--- config.mk ---
export PLATFORM = sky130hd
export DESIGN_NAME = clock_phase_generator
export DESIGN_NICKNAME = d
export VERILOG_FILES = /design/src/rtl/clock_phase_generator.sv
export SDC_FILE = /design/constraint.sdc
export NUM_CORES = 1
export LEC_CHECK = 0
export BUFFER_PORTS_ARGS = -buffer_cell sky130_fd_sc_hd__buf_2
export CAP_MARGIN = 20
export CORE_UTILIZATION = 35
export CTS_CLUSTER_DIAMETER = 100
export DETAILED_ROUTE_END_ITERATION = 10
export PLACE_DENSITY = 0.68
export SLEW_MARGIN = 5
export SYNTH_ARGS = -nofsm -noshare
export SYNTH_HDL_FRONTEND = slang
export SYNTH_SLANG_ARGS = --single-unit
--- constraint.sdc ---
create_clock -name CLK -period 1.63 [get_ports CLK]
set_input_delay 0.326 -clock CLK [delete_from_list [all_inputs] [get_ports CLK]]
set_output_delay 0.326 -clock CLK [all_outputs]
set_load 0.1 [all_outputs]
--- src/rtl/clock_phase_generator.sv ---
// -----------------------------------------------------------------------------
// clock_phase_generator
//
// Produces the three-phase timing references (P/Q/R and complements) and the
// BOP clock-driver enable. The master oscillator is divided into an 8-step
// bit-time sequence. The block runs a power-up warm-up, asserts BOP and then
// shuts down in order when power fails. It also numbers bit times for the
// rest of the machine.
//
// Parameters
//   DIV     CLK cycles per step (>= 2)
//   WARMUP  full 8-step cycles run with BOP low before BOP asserts (>= 1)
//   BT_MAX  last bit-time number; BT wraps BT_MAX -> 0
//
// Ports
//   CLK        in   master oscillator; all state changes on the rising edge
//   RESETN     in   asynchronous active-low reset
//   PWR_OK     in   power-good level, synchronous to CLK
//   SS_MODE    in   single-step maintenance mode
//   SS_STEP    in   single-step request level; each rising edge advances one step
//   CGPP/CGPPN out  P phase reference and complement (registered)
//   CGQP/CGQPN out  Q phase reference and complement (registered)
//   CGRP/CGRPN out  R phase reference and complement (registered)
//   BOP        out  clock-driver enable (registered)
//   STEP       out  current step 0..7
//   BT         out  current bit time 0..BT_MAX
//   BT_END     out  high during the final CLK of step 7 in RUN/DRAIN
//   RUNNING    out  high in WARMUP, RUN and DRAIN
//   DBG_STATE  out  FSM state: 0 OFF, 1 WARMUP, 2 RUN, 3 DRAIN
//
// There is no valid/ready handshake here. SS_STEP is a level, and only its
// rising edge matters. PWR_OK and SS_MODE are levels sampled on every edge.
// -----------------------------------------------------------------------------
module clock_phase_generator #(
   parameter int DIV    = 4,
   parameter int WARMUP = 2,
   parameter int BT_MAX = 13
) (
   input  logic       CLK,
   input  logic       RESETN,
   input  logic       PWR_OK,
   input  logic       SS_MODE,
   input  logic       SS_STEP,
   output logic       CGPP,
   output logic       CGPPN,
   output logic       CGQP,
   output logic       CGQPN,
   output logic       CGRP,
   output logic       CGRPN,
   output logic       BOP,
   output logic [2:0] STEP,
   output logic [3:0] BT,
   output logic       BT_END,
   output logic       RUNNING,
   output logic [1:0] DBG_STATE
);

   localparam int DW = (DIV > 1) ? $clog2(DIV) : 1;
   localparam int WW = (WARMUP > 1) ? $clog2(WARMUP) : 1;

   typedef enum logic [1:0] {
      S_OFF    = 2'd0,
      S_WARMUP = 2'd1,
      S_RUN    = 2'd2,
      S_DRAIN  = 2'd3
   } state_t;

   state_t        state, state_nx;
   logic [DW-1:0] dcnt, dcnt_nx;
   logic [WW-1:0] wcnt, wcnt_nx;
   logic [2:0]    step_nx;
   logic [3:0]    bt_nx;
   logic          ss_mode_q, ss_step_q, ss_edge_q;
   logic          tick, last_step;
   logic          p_nx, q_nx, r_nx, bop_nx;

   // The mode is taken from its register, so a change of SS_MODE acts on the
   // next CLK. The single-step edge is registered too. This keeps BT_END free
   // of any combinational path from the inputs.
   assign tick      = (state != S_OFF) &&
                      (ss_mode_q ? ss_edge_q : (dcnt == DW'(DIV - 1)));
   assign last_step = (STEP == 3'd7);

   // ---------------------------------------------------------------------------
   // State register (all sequential state)
   // ---------------------------------------------------------------------------
   always_ff @(posedge CLK or negedge RESETN) begin
      if (!RESETN) begin
         state     <= S_OFF;
         dcnt      <= '0;
         wcnt      <= '0;
         STEP      <= '0;
         BT        <= '0;
         ss_mode_q <= 1'b0;
         ss_step_q <= 1'b0;
         ss_edge_q <= 1'b0;
         CGPP      <= 1'b0;
         CGPPN     <= 1'b1;
         CGQP      <= 1'b0;
         CGQPN     <= 1'b1;
         CGRP      <= 1'b0;
         CGRPN     <= 1'b1;
         BOP       <= 1'b0;
      end else begin
         state     <= state_nx;
         dcnt      <= dcnt_nx;
         wcnt      <= wcnt_nx;
         STEP      <= step_nx;
         BT        <= bt_nx;
         ss_mode_q <= SS_MODE;
         ss_step_q <= SS_STEP;
         ss_edge_q <= SS_STEP & ~ss_step_q;
         CGPP      <= p_nx;
         CGPPN     <= ~p_nx;
         CGQP      <= q_nx;
         CGQPN     <= ~q_nx;
         CGRP      <= r_nx;
         CGRPN     <= ~r_nx;
         BOP       <= bop_nx;
      end
   end

   // ---------------------------------------------------------------------------
   // Next-state logic
   // ---------------------------------------------------------------------------
   always_comb begin
      state_nx = state;
      wcnt_nx  = wcnt;
      step_nx  = STEP;
      bt_nx    = BT;
      unique case (state)
         S_OFF: begin
            step_nx = 3'd0;
            wcnt_nx = '0;
            if (PWR_OK) state_nx = S_WARMUP;
         end
         S_WARMUP: begin
            if (!PWR_OK) begin
               state_nx = S_OFF;
               step_nx  = 3'd0;
               wcnt_nx  = '0;
            end else if (tick) begin
               step_nx = STEP + 3'd1;
               if (last_step) begin
                  if (wcnt == WW'(WARMUP - 1)) begin
                     state_nx = S_RUN;
                     wcnt_nx  = '0;
                     bt_nx    = 4'd0;
                  end else begin
                     wcnt_nx = wcnt + WW'(1);
                  end
               end
            end
         end
         S_RUN: begin
            if (tick) begin
               step_nx = STEP + 3'd1;
               if (last_step) bt_nx = (BT == 4'(BT_MAX)) ? 4'd0 : BT + 4'd1;
            end
            if (!PWR_OK) state_nx = S_DRAIN;
         end
         S_DRAIN: begin
            // Once draining, the shutdown finishes at the end of the bit time,
            // even if power comes back.
            if (tick) begin
               step_nx = STEP + 3'd1;
               if (last_step) state_nx = S_OFF;
            end
         end
         default: state_nx = S_OFF;
      endcase

      // The divider is held at 0 while single-stepping. It restarts from 0 on
      // a change of mode in either direction, and it is idle outside the
      // running states.
      if (state == S_OFF || state_nx == S_OFF || SS_MODE || ss_mode_q || tick)
         dcnt_nx = '0;
      else
         dcnt_nx = dcnt + DW'(1);
   end

   // ---------------------------------------------------------------------------
   // Output logic: phase/BOP next values (registered above) and the
   // state-decoded outputs.
   // ---------------------------------------------------------------------------
   always_comb begin
      p_nx   = 1'b0;
      q_nx   = 1'b0;
      r_nx   = 1'b0;
      bop_nx = 1'b0;
      if (state_nx != S_OFF) begin
         case (step_nx)
            3'd0: begin p_nx = 1'b1; q_nx = 1'b1; end
            3'd1: begin p_nx = 1'b1; q_nx = 1'b1; r_nx = 1'b1; end
            3'd2: begin p_nx = 1'b1; r_nx = 1'b1; end
            3'd3: begin p_nx = 1'b1; end
            3'd4: begin q_nx = 1'b1; end
            3'd5: begin q_nx = 1'b1; r_nx = 1'b1; end
            3'd6: begin r_nx = 1'b1; end
            default: ;
         endcase
         bop_nx = (state_nx == S_RUN) || (state_nx == S_DRAIN);
      end
   end

   assign BT_END    = tick && last_step && ((state == S_RUN) || (state == S_DRAIN));
   assign RUNNING   = (state != S_OFF);
   assign DBG_STATE = state;

endmodule

==> results of run 1 <==
synth_stat cells, types with 2 or more instances:
library cell,instances
nor2_1,6
dfstp_2,3
inv_1,4
nand4_1,2
nand2_1,3
nor3_1,5
and3_1,3
a21oi_1,3
nand3_1,4
nand2b_1,4
o21ai_0,9
a21o_1,2
dfrtp_1,19
ha_1,6
path summary, 6_finish.rpt:
path                                start        end  slack [ps]
worst max register to register    dcnt[0]       CGRP        -210
max in group asynchronous          RESETN    STEP[1]         770
worst min-delay path              SS_STEP  ss_step_q         120
worst min register to register  ss_step_q  ss_edge_q         400
worst max-delay path              dcnt[0]     BT_END        -240
min in group asynchronous          RESETN        BOP         480
state kept, by name, indices dropped and copies added (netlist names):
signal / cells
STEP: 3
ss_mode_q: 1
BOP: 1
CGQPN: 1
ss_edge_q: 1
CGPP: 1
CGRPN: 1
CGPPN: 1
CGQP: 1
ss_step_q: 1
wcnt: 1
BT: 4
dcnt: 2
CGRP: 1
DBG_STATE: 2
final cells by class:
type	instances	area share, %
timing repair buffer	47	22.37
inverter	4	1.089
clock buffer	3	1.307
tap	31	2.251
sequential	22	33.41
multi-input combinational	67	37.84
clock inverter	1	1.743
metal layers:
metal	routed length (um)	vias to the layer above	GRT usage (%)
met5	0	-	0
met4	21	0	4.422
met3	114	2	4.688
met2	1414	25	26.44
met1	1136	461	20.31
li1	-	444	-
power by group:
part | switching (mW) | leakage [nW] | internal [mW] | total [mW]
Combinational | 1.51 | 0.479 | 0.569 | 2.08
Sequential | 0.0951 | 0.245 | 0.740 | 0.835
Clock | 0.172 | 0.0279 | 0.249 | 0.420
stage by stage:
step | total power, mW | instances | area (um2) | util, %
after CTS | 3.167 | 170 | 1553 | 54.43
after global placement | 2.642 | 163 | 1416 | 49.65
after floorplan | 2.270 | 97 | 1166 | -
after global routing | 3.497 | 175 | 1723 | 60.39
after detailed placement | 2.665 | 163 | 1416 | 49.65
final | 3.339 | 175 | 1723 | 60.39
what timing repair did:
action	CTS	global route
resized for setup	15	32
hold buffers	1	0
endpoints found under the setup margin	10	17
pin swaps	4	14
endpoints found under the hold margin	19	0
buffers inserted	2	5
logic make-up (layout without fill, tap and decap cells):
group / count (synthesis) / count (layout)
adders and majority gates: 6 / 6
buffers and inverters: 8 / 55
DFF: 22 / 22
and+or+nand+nor: 37 / 37
xor gates and xnor gates: 1 / 1
AOI/OAI and AO/OA: 21 / 21
muxes: 2 / 2
==> reports/results.ini, run 1 <==
[placement]
preCtsSetupSlack_ps=-55.02
numPortBuffers=22
hpwl_um=1743
routabilityCongestion=0.8380

[synth]
netlist_instances=97
synth_flop_cell=dfrtp_1
synthesis.nets=108
yosys.area.top_type_share_pct=43.53
synth_seq_cells=22
yosys-top-cells-area=dfrtp_1 (44%), dfstp_2 (7.2%), ha_1 (6.9%)
synthDistinctLibCells=38
synth_fa_ha_area_share_pct=6.873
synth.avg_cell_area_um2=11.26
synth_top_family_by_area=simple AND/OR/NAND/NOR gates
synth.area.mux_share_pct=2.291
yosys_warnings=0
yosys.area.top_type=dfrtp_1
synth_compound_area_share_pct=15.58
synth-async-reset-ratio_pct=100.0
synthXorXnorAreaFrac_pct=0.8018
seq_area_frac_synth_pct=50.74
syn_area_um2=1092
yosys.area_share.simple_pct=19.82
synth_edf_count=0

[timing]
fin_hold_ws_ps=124.8
slew_viol_final=0
setup-tns-final_ps=-1630
max_clock_freq_ghz=0.5354
max_slew_margin_pct=67.85
rsz0062_at_grt=true
setup_viol=17
fin_skew_ps=8.393
worst_slew_pin_slew_ps=482.3
hold_violations=0
fin_crit_sh_pct=114.6
fin_ws_ps=-237.8
fin_crit_ps=1868

[global_route]
grt_start_max_net_pins=23
grt_pass1_wl_um=4002
track_usage_pct=15.95
grt-ovfl-total=0
antenna_found_initial=0
grt_pass1_vias=897

[layout]
area_growth_pct=57.73
ff_latch_area_um2=575.6
final_cell_mix=buf_4 (20), buf_2 (15), dfrtp_1 (10)
final_net_count=156
drive_gt1_share_pct=60.42
fillCellCount=243
n_antenna_cell=0
final_common_cell=buf_4
multiInputGateArea_um2=651.9

[detailed_routing]
first_pass_iters=7
routed_wirelength_um=2686
drtAntennaViolNets=0
drc=2
dr_total_vias=932
dr.first_iter.drc_count=52
wire_per_inst_um=15.35
viasPerCell=5.326

[outcome]
failed_checks=DRC, setup timing
status=finished, violations left

[critical_path]
reg2regPathDepth=7
cp_max_fo=2
path_cells=ha_2 > mux2_4 > and3_4 > buf_12
critical_path.max_stage_delay_ps=410
worst-setup-path-type=reg2out
crit_family=flip-flops
worstPathArrival_ps=1540
crit_slowest_cell=dfrtp_1
path_buf_inv=1
crit_required_ps=1300
crit_path_start_kind=register
cp_num_cells=4
cp-end-kind=output pin

[power]
peakVddDrop_mv=1.554
total_leakage_power_nw=0.7515
p_per_area_nw_per_um2=1938

[die]
rows=19
design.die.area_um2=3348
core_area_um2=2853
initial_core_util_pct=38.29
die_x_um=57.87
ios=23
die_h_um=57.87

[job]
cap_violations=0

[min_path]
hold_class=in2reg
min_delay_path_depth=1

[clock_network]
cts_buffers=3
clock-sinks=22
cts_tree=done
h-tree-depth=1
clk_latency_ps=310
cts_root_buf=clkbuf_4
clockBufferDepth=2
clk_pin_slew_ps=120

Note: power is estimated with default switching activity, not from simulation.
==> run 2, diff against run 1 <==
--- a/config.mk
+++ b/config.mk
@@ -5,12 +5,13 @@
 export SDC_FILE = /design/constraint.sdc
 export NUM_CORES = 1
 export LEC_CHECK = 0
-export BUFFER_PORTS_ARGS = -buffer_cell sky130_fd_sc_hd__buf_2
+export ABC_AREA = 1
 export CAP_MARGIN = 20
 export CORE_UTILIZATION = 35
 export CTS_CLUSTER_DIAMETER = 100
 export DETAILED_ROUTE_END_ITERATION = 10
-export PLACE_DENSITY = 0.68
+export DONT_BUFFER_PORTS = 1
+export PLACE_DENSITY = 0.62
 export SLEW_MARGIN = 5
 export SYNTH_ARGS = -nofsm -noshare
 export SYNTH_HDL_FRONTEND = slang
==> run 2 against run 1 <==
Effect of this change: the flow still finishes with violations (DRC, setup timing); die area is 0.78% lower; register-to-register slack improved by 280 ps; highest routed layer unchanged; cell count up 1.7%; synthesized cell count increased by 28%; maximum frequency is 6.6% higher; critical path depth increased by 1; core utilization decreased by 10 points; area after synthesis is 0.80% lower; sequential share of layout area grew 6.7 points; sequential power is 23% higher.
==> reports/results.ini, run 2 <==
[outcome]
status=finished, violations left
failed_checks=DRC, setup timing

[synth]
yosys-top-cells-area=dfrtp_1 (44%), nand2_1 (9.4%), inv_1 (7.6%)
synth-async-reset-ratio_pct=100.0  ; unchanged
seq_area_frac_synth_pct=51.15  ; +0.41 points
synth.most_common_cell=nand2_1
synth_seq_cells=22  ; unchanged
synth_edf_count=0  ; unchanged
synth.avg_cell_area_um2=8.738  ; -22%
synthDistinctLibCells=22  ; -42%
synthesis.nets=135  ; +25%
synth_flop_cell=dfrtp_1
yosys.area.top_type_share_pct=43.88  ; +0.35 points
netlist_instances=124  ; +28%
syn_area_um2=1084  ; -0.80%
yosys_warnings=0  ; unchanged
yosys.area.top_type=dfrtp_1
synth_common_cells=nand2_1 (27), inv_1 (22), dfrtp_1 (19)

[global_route]
grt_pass1_wl_um=3615  ; -9.7%
grt-ovfl-total=0  ; unchanged
grt_pass1_vias=817  ; -8.9%
track_usage_pct=14.24  ; -1.7 points
grt_start_max_net_pins=23  ; unchanged
antenna_found_initial=0  ; unchanged

[job]
cap_violations=0  ; unchanged

[power]
p_clk_share_pct=14.5  ; +1.9 points
peakVddDrop_mv=1.191  ; -23%
total_power_mw=2.888  ; -13%
p_comb_share_pct=50.0  ; -12 points
p_switching_mw=1.615  ; -9.4%
swShare_pct=55.90  ; +2.5 points
p_per_area_nw_per_um2=2016  ; +4.0%
p_int_mw=1.274  ; -18%
pwr-share-seq_pct=35.5  ; +10 points
total_leakage_power_nw=0.7243  ; -3.6%

[placement]
hpwl_um=1592  ; -8.6%
routabilityCongestion=0.8122  ; -3.1%
numPortBuffers=0  ; -100%
placed_area_um2=1315  ; -7.2%

[detailed_routing]
drc=2  ; unchanged
dr_total_vias=860  ; -7.7%
first_pass_iters=7  ; unchanged
wire_per_inst_um=12.13  ; -21%
routed_wirelength_um=2160  ; -20%
dr.first_iter.drc_count=32  ; -38%
viasPerCell=4.831  ; -9.3%
drtAntennaViolNets=0  ; unchanged

[critical_path]
worstPathArrival_ps=1430  ; -110 ps
rr_startpoint=STEP[1]
cp-end-kind=output pin
startpoint=STEP[1]
reg2regPathDepth=10  ; +3
crit_required_ps=1300  ; about the same
reg2reg_to=CGRP
crit_path_start_kind=register
crit_end=BT_END
cp_max_fo=2  ; unchanged
r2r_slack_ps=70  ; +280 ps
worst-setup-path-type=reg2out

[die]
ios=23  ; unchanged
design.die.area_um2=3322  ; -0.78%
initial_core_util_pct=37.98  ; -0.31 points
die_h_um=57.64  ; -0.39%
rows=19  ; unchanged
die_x_um=57.64  ; -0.39%
core_area_um2=2853  ; unchanged

[layout]
final_cell_area_um2=1433  ; -17%
final_util_pct=50.22  ; -10 points
n_antenna_cell=0  ; unchanged
regMostFlops=BT
drive_gt1_share_pct=39.46  ; -21 points
top_regs=BT: 4 flops, STEP: 3 flops
final_net_count=159  ; +1.9%
final_cell_mix=inv_1 (22), nand2_1 (22), buf_4 (16)
largest_reg_flops=4  ; unchanged
area_growth_pct=32.22

[timing]
max_clock_freq_ghz=0.5709  ; +6.6%
hold_violations=0  ; unchanged
fin_ws_ps=-121.7  ; +116.1 ps
slew_viol_final=0  ; unchanged
worst_slew_pin_slew_ps=505.1  ; +22.78 ps
rsz0062_at_grt=true
setup_viol=2  ; -15
fin_crit_ps=1752  ; -116.1 ps
max_slew_margin_pct=66.22  ; -1.6 points
fin_crit_sh_pct=107.5  ; -7.1 points
fin_skew_ps=3.652  ; -4.741 ps

[clock_network]
clk_latency_ps=300  ; about the same
clockBufferDepth=2  ; unchanged
clock-sinks=22  ; unchanged
h-tree-depth=1  ; unchanged
cts_buffers=3  ; unchanged
clk_pin_slew_ps=130  ; about the same
cts_tree=done
cts_root_buf=clkbuf_4

[min_path]
hold_class=in2reg

[run 2: cell types whose count changed after synthesis, sizes merged, moves of 2 or more]
| cell | before | now |
|---|---|---|
| a21o | 2 | 0 |
| and3 | 3 | 0 |
| buf | 3 | 0 |
| inv | 4 | 26 |
| nand2 | 3 | 30 |
| nand2b | 4 | 0 |
| nand3 | 4 | 13 |
| nor2 | 7 | 9 |
| nor3 | 5 | 1 |
| o21ai | 9 | 7 |
[run 2: timing repair]
action,in CTS,in global routing
setup buffers,2,0
gates resized for setup,2,6
hold buffers,1,0
pin swaps,3,3
endpoints found under the setup margin,2,8
endpoints found under the hold margin,22,0
[run 2: kinds of logic (layout without fill, tap and decap cells)]
kind of cell | after synthesis | count (layout) | share of synthesized area [%]
compound gates | 12 | 12 | 6.121
buf+inv | 26 | 49 | 9.007
simple gates | 56 | 56 | 25.17
flops | 22 | 22 | 51.16
xor+xnor | 2 | 2 | 1.617
fa+ha+maj | 6 | 6 | 6.928
[run 2: worst max-delay path, stage by stage, from the launching register on]
cell and delay, ps:
dfrtp_4 510, ha_4 180, ha_4 160, nand3_4 70, nor2_4 40, buf_12 160
[run 2: cell type report]
class	instances	area, um2
flip-flops and latches	22	574.3
clock inverters	1	30.03
multi-input cells	76	501.7
fillers	278	1420
repair buffers	19	165.2
clock buffers	3	22.52
well taps	31	38.79
inverters	26	100.1
[run 2: worst min-delay path by stage]
stage	from	endpoint	slack, ps	cells past startpoint
final	SS_STEP	ss_step_q	30	0
after global routing	SS_STEP	ss_step_q	10	0
after CTS	SS_STEP	ss_step_q	20	0
after detailed placement	RESETN	BOP	30	0
after global placement	RESETN	BOP	30	0
after floorplan	RESETN	BOP	30	0
[run 2: power by group through the flow]
| stage | sequential, mW | combinational (mW) | clock (mW) |
|---|---|---|---|
| floorplan | 1.59 | 0.564 | 0 |
| global placement | 1.04 | 1.37 | 0 |
| detailed placement | 1.04 | 1.38 | 0 |
| CTS | 1.03 | 1.41 | 0.434 |
| global route | 1.04 | 1.54 | 0.450 |
| finish | 1.03 | 1.44 | 0.419 |
[run 2: per-stage QoR]
step | hold slack [ps] | TNS [ps] | instances | setup WS (ps)
detailed placement | 30.94 | 0 | 170 | 100.7
floorplan | 30.41 | -209.7 | 124 | -209.7
global route | 12.14 | -330.4 | 178 | -169.1
global placement | 31.02 | 0 | 170 | 116.2
CTS | 18.09 | -235.4 | 177 | -149.8
finish | 34.64 | -185.1 | 178 | -121.7
[run 2: routing by layer]
metal | routed length [um] | vias to the layer above | track usage [%]
met5 | 0 | - | 0
met4 | 9 | 0 | 4.181
met3 | 129 | 2 | 3.125
met2 | 1076 | 19 | 24.42
met1 | 945 | 408 | 18.04
li1 | - | 431 | -
==> run 3, diff against run 2 <==
--- a/config.mk
+++ b/config.mk
@@ -5,9 +5,10 @@
 export SDC_FILE = /design/constraint.sdc
 export NUM_CORES = 1
 export LEC_CHECK = 0
-export ABC_AREA = 1
+export ABC_AREA = 0
 export CAP_MARGIN = 20
 export CORE_UTILIZATION = 35
+export CTS_BUF_LIST = sky130_fd_sc_hd__clkbuf_4 sky130_fd_sc_hd__clkbuf_8
 export CTS_CLUSTER_DIAMETER = 100
 export DETAILED_ROUTE_END_ITERATION = 10
 export DONT_BUFFER_PORTS = 1
==> run 3 against run 2 <==
Effect of this change: the flow still finishes with violations (DRC, setup timing); cell count decreased by 7.9%; setup slack got worse by 63 ps; core utilization increased by 5.1 points; via count increased by 0.81%; flip-flop and latch count unchanged; total power increased by 4.1%; clock skew increased by 7.1 ps; sequential share of layout area decreased by 3.6 points; maximum frequency decreased by 3.5%; combinational power increased by 13%; sequential power increased by 5%; clock power decreased by 28%; largest cell class is now multi-input gates; highest routed layer unchanged.
==> reports/results.ini, run 3 (synthesized netlist as in run 1, its figures left out) <==
[outcome]
status=finished, violations left
failed_checks=DRC, setup timing

[layout]
drive_gt1_share_pct=51.88  ; +12 points
fillCellCount=252  ; -9.4%
multiInputGateArea_um2=591.8  ; +18%
final_cell_mix=buf_4 (28), dfrtp_1 (10), o21ai_0 (8)
final_cells=164  ; -7.9%
area_growth_pct=44.56
n_antenna_cell=0  ; unchanged
regMostFlops=BT
top_regs=BT: 4 flops, STEP: 3 flops
final_common_cell=buf_4
final_net_count=145  ; -8.8%
largest_reg_flops=4  ; unchanged
ff_latch_area_um2=575.6  ; +0.22%

[power]
peakVddDrop_mv=1.796  ; +51%
p_int_mw=1.345  ; +5.6%
total_power_mw=3.007  ; +4.1%
p_clk_share_pct=10.0  ; -4.5 points
p_per_area_nw_per_um2=1905  ; -5.5%
total_leakage_power_nw=0.6828  ; -5.7%
pwr-share-seq_pct=35.8  ; +0.3 points
p_switching_mw=1.663  ; +3.0%
swShare_pct=55.29  ; -0.62 points
p_comb_share_pct=54.2  ; +4.2 points

[min_path]
min-delay-start=PWR_OK
hold_class=in2reg
min_delay_path_depth=1  ; +1
hold_path_end=DBG_STATE[0]

[placement]
routabilityCongestion=0.7838  ; -3.5%
numPortBuffers=0  ; unchanged
hpwl_um=1646  ; +3.4%
place_inst=150  ; -12%

[detailed_routing]
first_pass_iters=7  ; unchanged
routed_wirelength_um=2383  ; +10%
drtAntennaViolNets=0  ; unchanged
drc=2  ; unchanged
dr.first_iter.drc_count=39  ; +22%
dr_total_vias=867  ; +0.81%
viasPerCell=5.287  ; +9.4%
wire_per_inst_um=14.53  ; +20%

[timing]
slew_viol_final=0  ; unchanged
setup_viol=5  ; +3
fin_hold_ws_ps=76.11  ; +41.46 ps
max_clock_freq_ghz=0.5509  ; -3.5%
fin_crit_ps=1815  ; +63.40 ps
worst_slew_pin_slew_ps=497.7  ; -7.346 ps
rsz0062_at_grt=true
fin_skew_ps=10.71  ; +7.058 ps
fin_crit_sh_pct=111.4  ; +3.9 points
fin_ws_ps=-185.1  ; -63.40 ps
hold_violations=0  ; unchanged
max_slew_margin_pct=66.89  ; +0.68 points

[clock_network]
cts_root_buf=clkbuf_4
cts_buffers=3  ; unchanged
clk_latency_ps=310  ; about the same
clock-sinks=22  ; unchanged
clockBufferDepth=2  ; unchanged
clk_pin_slew_ps=120  ; about the same
cts_tree=done
h-tree-depth=1  ; unchanged

[critical_path]
rr_startpoint=dcnt[1]
crit_required_ps=1300  ; about the same
worstPathArrival_ps=1490  ; +60 ps
cp_max_fo=2  ; unchanged
reg2reg_to=CGRP
worst-setup-path-type=reg2out
reg2regPathDepth=6  ; -4
r2r_slack_ps=-60  ; -130 ps
startpoint=dcnt[1]
cp-end-kind=output pin
crit_path_start_kind=register

[global_route]
antenna_found_initial=0  ; unchanged
grt-ovfl-total=0  ; unchanged
grt_start_max_net_pins=23  ; unchanged
grt_pass1_vias=786  ; -3.8%
grtUsageMet2_pct=24.96  ; +0.54 points
grt_pass1_wl_um=3629  ; +0.39%
track_usage_pct=14.54  ; +0.30 points
use_met3_pct=5.134  ; +2.0 points
use_met1_pct=17.62  ; -0.42 points
grt.busiest_layer=met2

[job]
cap_violations=0  ; unchanged

[die]
initial_core_util_pct=38.29  ; +0.31 points
ios=23  ; unchanged
rows=19  ; unchanged
design.die.area_um2=3348  ; +0.78%
core_area_um2=2853  ; unchanged
die_x_um=57.87  ; +0.39%
die_h_um=57.87  ; +0.39%

-- run 3: changes by cell type in the layout (fill, tap and decap cells not counted), moves of 3 or more --
cell,change
nand3_2,-3
nand2b_1,+4
o21ai_0,+4
nor2_2,-3
buf_4,+12
inv_2,-3
inv_1,-19
nand2_2,-6
nand2_1,-19
a21oi_2,+3
nand3_1,-5
-- run 3: per-stage QoR --
stage	utilization [%]	setup WS [ps]	TNS (ps)	cell area [um2]
finish	55.35	-185.1	-360.1	1579
detailed placement	48.07	-26.89	-27.65	1371
global route	55.35	-247.7	-843.7	1579
global placement	48.07	-11.51	-11.51	1371
CTS	52.50	-209.9	-491.4	1498
floorplan	-	-637.6	-3940	1166
-- run 3: per-layer routing --
metal  wire length [um]  part of all wire [%]
met1                965                    40
met2               1270                    53
met3                140                   5.9
met4                  7                  0.29
met5                  0                     0
-- run 3: layout make-up --
| class | count | share of cell area [%] |
|---|---|---|
| multi-input cells | 67 | 37.48 |
| well taps | 31 | 2.456 |
| inverters | 4 | 1.189 |
| flip-flops and latches | 22 | 36.45 |
| repair buffers | 36 | 20.13 |
| clock buffers | 4 | 2.298 |
-- run 3: power groups by stage --
stage / logic [mW] / clock network [mW] / registers, mW
after global routing: 1.72 / 0.338 / 1.09
after CTS: 1.57 / 0.319 / 1.08
after global placement: 1.50 / 0 / 1.09
final: 1.63 / 0.300 / 1.08
after detailed placement: 1.51 / 0 / 1.09
after floorplan: 0.455 / 0 / 1.82
-- run 3: worst max path at each step --
stage                        end  slack [ps]  cells after the start
after floorplan             CGRP        -640                      6
after global placement      CGRP         -10                      5
after detailed placement    CGRP         -30                      5
after CTS                 BT_END        -210                      4
after global routing      BT_END        -250                      4
final                     BT_END        -190                      4
-- run 3: critical path, cell delays in order (launching register included) --
cell	delay (ps)
dfrtp_1	390
ha_2	180
mux2_4	270
and3_4	180
buf_12	160
-- run 3: what timing repair did --
item | in CTS | in global routing
hold endpoints to repair | 22 | 2
gates resized for setup | 8 | 10
setup buffers | 6 | 0
setup endpoints to repair | 7 | 12
pin swaps | 6 | 4
hold buffers | 1 | 2
